## src/rtl/histogram_controller.sv

```systemverilog
// histogram_controller: clears a bin RAM, accumulates pixel counts with
// read-modify-write forwarding and saturation, then serves bin readback.
module histogram_controller #(
    parameter int PIXEL_WIDTH = 8,
    parameter int HISTOGRAM_RAM_DATA_WIDTH = 17
) (
    input  logic                                clk,
    input  logic                                rst,
    input  logic                                start,
    input  logic                                frame_done,
    input  logic                                pixel_valid,
    input  logic [PIXEL_WIDTH-1:0]              pixel_value,
    output logic                                pixel_ready,
    output logic [PIXEL_WIDTH-1:0]              histogram_RAM_read_address,
    input  logic [HISTOGRAM_RAM_DATA_WIDTH-1:0] histogram_RAM_read_data,
    output logic [PIXEL_WIDTH-1:0]              histogram_RAM_write_address,
    output logic [HISTOGRAM_RAM_DATA_WIDTH-1:0] histogram_RAM_write_data,
    output logic                                histogram_RAM_WE,
    input  logic                                read_request,
    input  logic [PIXEL_WIDTH-1:0]              read_bin,
    output logic                                read_valid,
    output logic [HISTOGRAM_RAM_DATA_WIDTH-1:0] read_data,
    output logic                                busy,
    output logic                                histogram_ready
);
    localparam logic [2:0] IDLE       = 3'd0;
    localparam logic [2:0] CLEAR      = 3'd1;
    localparam logic [2:0] ACCUMULATE = 3'd2;
    localparam logic [2:0] DRAIN      = 3'd3;
    localparam logic [2:0] READY      = 3'd4;
    localparam logic [PIXEL_WIDTH-1:0] LAST_ADDR = '1;
    localparam logic [HISTOGRAM_RAM_DATA_WIDTH-1:0] MAX_COUNT = '1;

    logic [2:0]                          state;
    logic [PIXEL_WIDTH-1:0]              clr_addr;
    logic                                pend_valid;
    logic [PIXEL_WIDTH-1:0]              pend_addr;
    logic                                last_we;
    logic [PIXEL_WIDTH-1:0]              last_addr;
    logic [HISTOGRAM_RAM_DATA_WIDTH-1:0] last_data;
    logic                                rd_valid_q;
    logic                                accept;
    logic                                pend_en;
    logic [HISTOGRAM_RAM_DATA_WIDTH-1:0] count;
    logic [HISTOGRAM_RAM_DATA_WIDTH-1:0] inc;

    always_comb begin
        accept = (state == ACCUMULATE) && pixel_valid;
        pend_en = pend_valid && (state == ACCUMULATE || state == DRAIN);
        // The RAM is read-first, so a write to the same bin last cycle is not yet visible
        count = (last_we && last_addr == pend_addr) ? last_data : histogram_RAM_read_data;
        inc = (count == MAX_COUNT) ? count : count + 1'b1;
        pixel_ready = state == ACCUMULATE;
        busy = state == CLEAR || state == ACCUMULATE || state == DRAIN;
        histogram_ready = state == READY;
        histogram_RAM_WE = state == CLEAR || pend_en;
        histogram_RAM_write_address = (state == CLEAR) ? clr_addr : (pend_en ? pend_addr : '0);
        histogram_RAM_write_data = pend_en ? inc : '0;
        histogram_RAM_read_address = (state == ACCUMULATE) ? pixel_value :
                                     (state == READY) ? read_bin : '0;
        read_valid = rd_valid_q;
        read_data = rd_valid_q ? histogram_RAM_read_data : '0;
    end

    always_ff @(posedge clk or posedge rst) begin
        if (rst) begin
            state <= IDLE;
            clr_addr <= '0;
            pend_valid <= 1'b0;
            pend_addr <= '0;
            last_we <= 1'b0;
            last_addr <= '0;
            last_data <= '0;
            rd_valid_q <= 1'b0;
        end else begin
            last_we <= histogram_RAM_WE;
            last_addr <= histogram_RAM_write_address;
            last_data <= histogram_RAM_write_data;
            pend_valid <= accept;
            pend_addr <= pixel_value;
            rd_valid_q <= (state == READY) && read_request && !start;
            case (state)
                IDLE, READY: begin
                    if (start) begin
                        state <= CLEAR;
                        clr_addr <= '0;
                    end
                end
                CLEAR: begin
                    clr_addr <= clr_addr + 1'b1;
                    if (clr_addr == LAST_ADDR) state <= ACCUMULATE;
                end
                ACCUMULATE: if (frame_done) state <= DRAIN;
                DRAIN: state <= READY;
                default: state <= IDLE;
            endcase
        end
    end
endmodule

```

## config.mk

```make
export PLATFORM = sky130hd
export DESIGN_NAME = histogram_controller
export DESIGN_NICKNAME = d
export VERILOG_FILES = /design/src/rtl/histogram_controller.sv
export SDC_FILE = /design/constraint.sdc
export NUM_CORES = 1
export LEC_CHECK = 0
export BUFFER_PORTS_ARGS = -buffer_cell sky130_fd_sc_hd__buf_4
export CORE_MARGIN = 10
export CORE_UTILIZATION = 35
export DETAILED_ROUTE_END_ITERATION = 8
export PLACE_DENSITY = 0.63
export RECOVER_POWER = 100
export SLEW_MARGIN = 10
export SYNTH_ARGS = -nofsm -noshare
export SYNTH_HDL_FRONTEND = slang
export SYNTH_SLANG_ARGS = --single-unit
```

## constraint.sdc

```tcl
create_clock -name clk -period 3.65 [get_ports clk]
set_input_delay 0.1825 -clock clk [delete_from_list [all_inputs] [get_ports clk]]
set_output_delay 0.1825 -clock clk [all_outputs]
set_load 0.005 [all_outputs]
```

==> impl_metrics.json <==
{
  "status": "finished, violations left",
  "failed_checks": "capacitance limit, slew limit",
  "drt_iter0_drc": 79,
  "row_count": 32,
  "die_y_um": 110,
  "switching_share": 0.314,
  "synth_top_cell_by_area": "dfrtp_1",
  "leakagePower_nw": 1.72,
  "netSwitchingPower_mw": 0.434,
  "critPathMaxFanout": 6,
  "yosysSeqAreaShare": 0.414,
  "die_area_mm2": 0.0121,
  "initial_utilization": 0.364,
  "cts_sinks": 47,
  "synthTopCellsByCount": "dfrtp_1 (47), nand2_1 (24), and2_1 (19)",
  "cts_tree": "yes",
  "drtAntennaViolNets": 0,
  "sequentialPowerShare": 0.471,
  "viasPerCell": 5.34,
  "syn_inst": 294,
  "syn_nets": 335,
  "startpoint_type": "flop",
  "pwr-share-clk": 0.293,
  "power_mw": 1.38,
  "cellInternalPower_mw": 0.947,
  "min_path_type": "in2reg",
  "crit_path_cell_trace": "xnor2_1 > nand2_1 > nor3_4 > mux2_2 > ha_1 > and3_1 > o311ai_1 > a21boi_4 > nand2_1 > a21oi_1 > buf_4",
  "drv_cap": 1,
  "overflow": 0,
  "setup_violations": 0,
  "clk_latency_ns": 0.31,
  "pre_cts_slack_ns": 0.385,
  "worst_slack_ns": 0.188,
  "utilization": 0.489,
  "yosysWarnings": 0,
  "die_w_um": 110,
  "min_period_over_period": 0.948,
  "peakVddDrop_v": 0.000242,
  "synth.area.top_cells": "dfrtp_1 (41%), mux2i_1 (5.3%), a22o_1 (5.2%)",
  "arrival_ns": 3.28,
  "async_reset_ff_frac": 1.00,
  "firstDrtPassIters": 4,
  "diodes": 0,
  "place_hpwl_mm": 6.69,
  "slew_violations": 48,
  "critPathCaptureType": "primary output",
  "rsz0062_at_grt": "no",
  "cpMostUsedCell": "nand2_1",
  "fin_nets": 440,
  "synth-edff-count": 0,
  "place_congestion": 0.813,
  "post-route-min-period_ns": 3.46,
  "ys_ff_latch": 47,
  "synth.distinct_cells": 52,
  "vias": 2679,
  "syn_area_per_cell_um2": 9.66,
  "worstSetupPathType": "reg2out",
  "antenna_found_initial": 0,
  "ys.flop_type": "dfrtp_1",
  "drt-total-wl_mm": 8.77,
  "whs_ns": 0.0482,
  "synth_most_common_cell": "dfrtp_1",
  "grt_use_total": 0.141,
  "clkTransAtPathRegs_ns": 0.09,
  "tightest_slew_ns": 1.78,
  "design_area_mm2": 0.00382,
  "worstPathRequired_ns": 3.47,
  "cts_buffers": 5,
  "grt_pass1_vias": 2781,
  "grt_pass1_wl_mm": 13.8,
  "crit_slowest_cell": "dfrtp_1",
  "drive_gt1_frac": 0.275,
  "fmax_ghz": 0.289,
  "combPwrFrac": 0.236,
  "portBuffers": 93,
  "synth_area_mm2": 0.00284,
  "place_area_mm2": 0.00364,
  "h-tree-depth": 2,
  "root_buffer": "clkbuf_8",
  "area_growth_syn_to_layout_pct": 34.5,
  "cp_slowest_stage_delay_ns": 0.41,
  "stdcell_count": 502,
  "drc": 0,
  "hold_violations": 0,
  "pin_count": 94,
  "max-slew-margin-rel": -0.189,
  "synth_top_area_share": 0.414,
  "power_density_mw_per_mm2": 361,
  "clock_skew_ns": 0.00482,
  "cts.path.max_buffers": 2,
  "dp_cells": 482,
  "wire_per_inst_um": 17.5,
  "tns_ns": 0,
  "grt_max_degree": 48,
  "core_area_mm2": 0.00781
}
==> critical path, delay by kind of cell, from the launching register on <==
| family | cells | cell delay, ns |
|---|---|---|
| AO/OA/AOI/OAI | 3 | 0.76 |
| multiplexers | 1 | 0.38 |
| AND/OR/NAND/NOR | 4 | 0.78 |
| flip-flops | 1 | 0.41 |
| buffers and inverters | 1 | 0.18 |
| XOR/XNOR | 1 | 0.18 |
| adder cells (fa/ha/maj) | 1 | 0.27 |
==> per-layer routing <==
metal  vias up  part of all wire  track usage
met1      1267              0.41        0.166
met2       114              0.47        0.241
li1       1286                 -            -
met5         -                 0            0
met4         0             0.015       0.0307
met3        12             0.099       0.0511
==> layout make-up <==
type                            count  area (µm²)
Clock buffer                        5        68.8
Clock inverter                      3        47.5
Fill cell                         763        3990
Inverter                            7        26.3
Multi-Input combinational cell    230        1610
Sequential cell                    47        1180
Tap cell                          102         128
Timing Repair Buffer              108         767
==> final timing paths <==
kind	start	end	slack [ns]	cells after the start
worst max-delay path	pend_addr[1]$_DFF_PP0_	histogram_RAM_write_data[1]	0.19	11
worst min-delay path	start	read_valid$_DFF_PP0_	0.05	2
worst max register to register	pend_addr[1]$_DFF_PP0_	last_data[1]$_DFF_PP0_	0.74	10
worst min register to register	pend_addr[0]$_DFF_PP0_	last_addr[0]$_DFF_PP0_	0.57	1
max in group asynchronous	rst	clr_addr[1]$_DFFE_PP0P_	2.18	2
min in group asynchronous	rst	state[0]$_DFFE_PP0P_	0.44	2
==> timing repair <==
item	CTS	global route
resized for setup	0	4
hold endpoints to repair	8	0
hold buffers	8	0
setup buffers	0	4
setup endpoints to repair	0	7
==> layout by cell type (no fill, tap or decap), drive strengths merged, types with 3 or more instances in the layout <==
cell,instances
xor2,5
a22o,17
dlygate4sd3,8
nand3,17
and4,4
a21o,3
mux2,8
nor4,5
nand2,24
and2,20
and3,12
inv,7
buf,63
xnor2,14
nor3,6
nor2b,5
dfrtp,47
o21ai,15
nand4,6
mux2i,15
clkbuf,42
a211oi,3
a31oi,4
nor2,16
a21oi,10
nand2b,3
==> sequential cells by signal (all words and copies together), names as in the netlist <==
name / flops
last_data: 17
clr_addr: 8
last_addr: 8
pend_valid: 1
state: 3
last_we: 1
read_valid: 1
pend_addr: 8
==> cells by family after synthesis <==
logic type	count (synthesis)	synth area share
simple gates	122	0.239
compound gates	64	0.166
flops	47	0.414
mux	23	0.0859
xor+xnor	19	0.0586
buf+inv	17	0.0277
fa+ha+maj	2	0.00881
==> power by group through the flow <==
stage | Sequential, mW | Combinational (mW) | Clock [mW]
after floorplan | 0.639 | 0.197 | 0
after global placement | 0.657 | 0.329 | 0
after detailed placement | 0.659 | 0.335 | 0
after CTS | 0.649 | 0.343 | 0.414
after global routing | 0.659 | 0.367 | 0.436
final | 0.650 | 0.326 | 0.405
No activity file was read; power rests on OpenSTA's default activity.
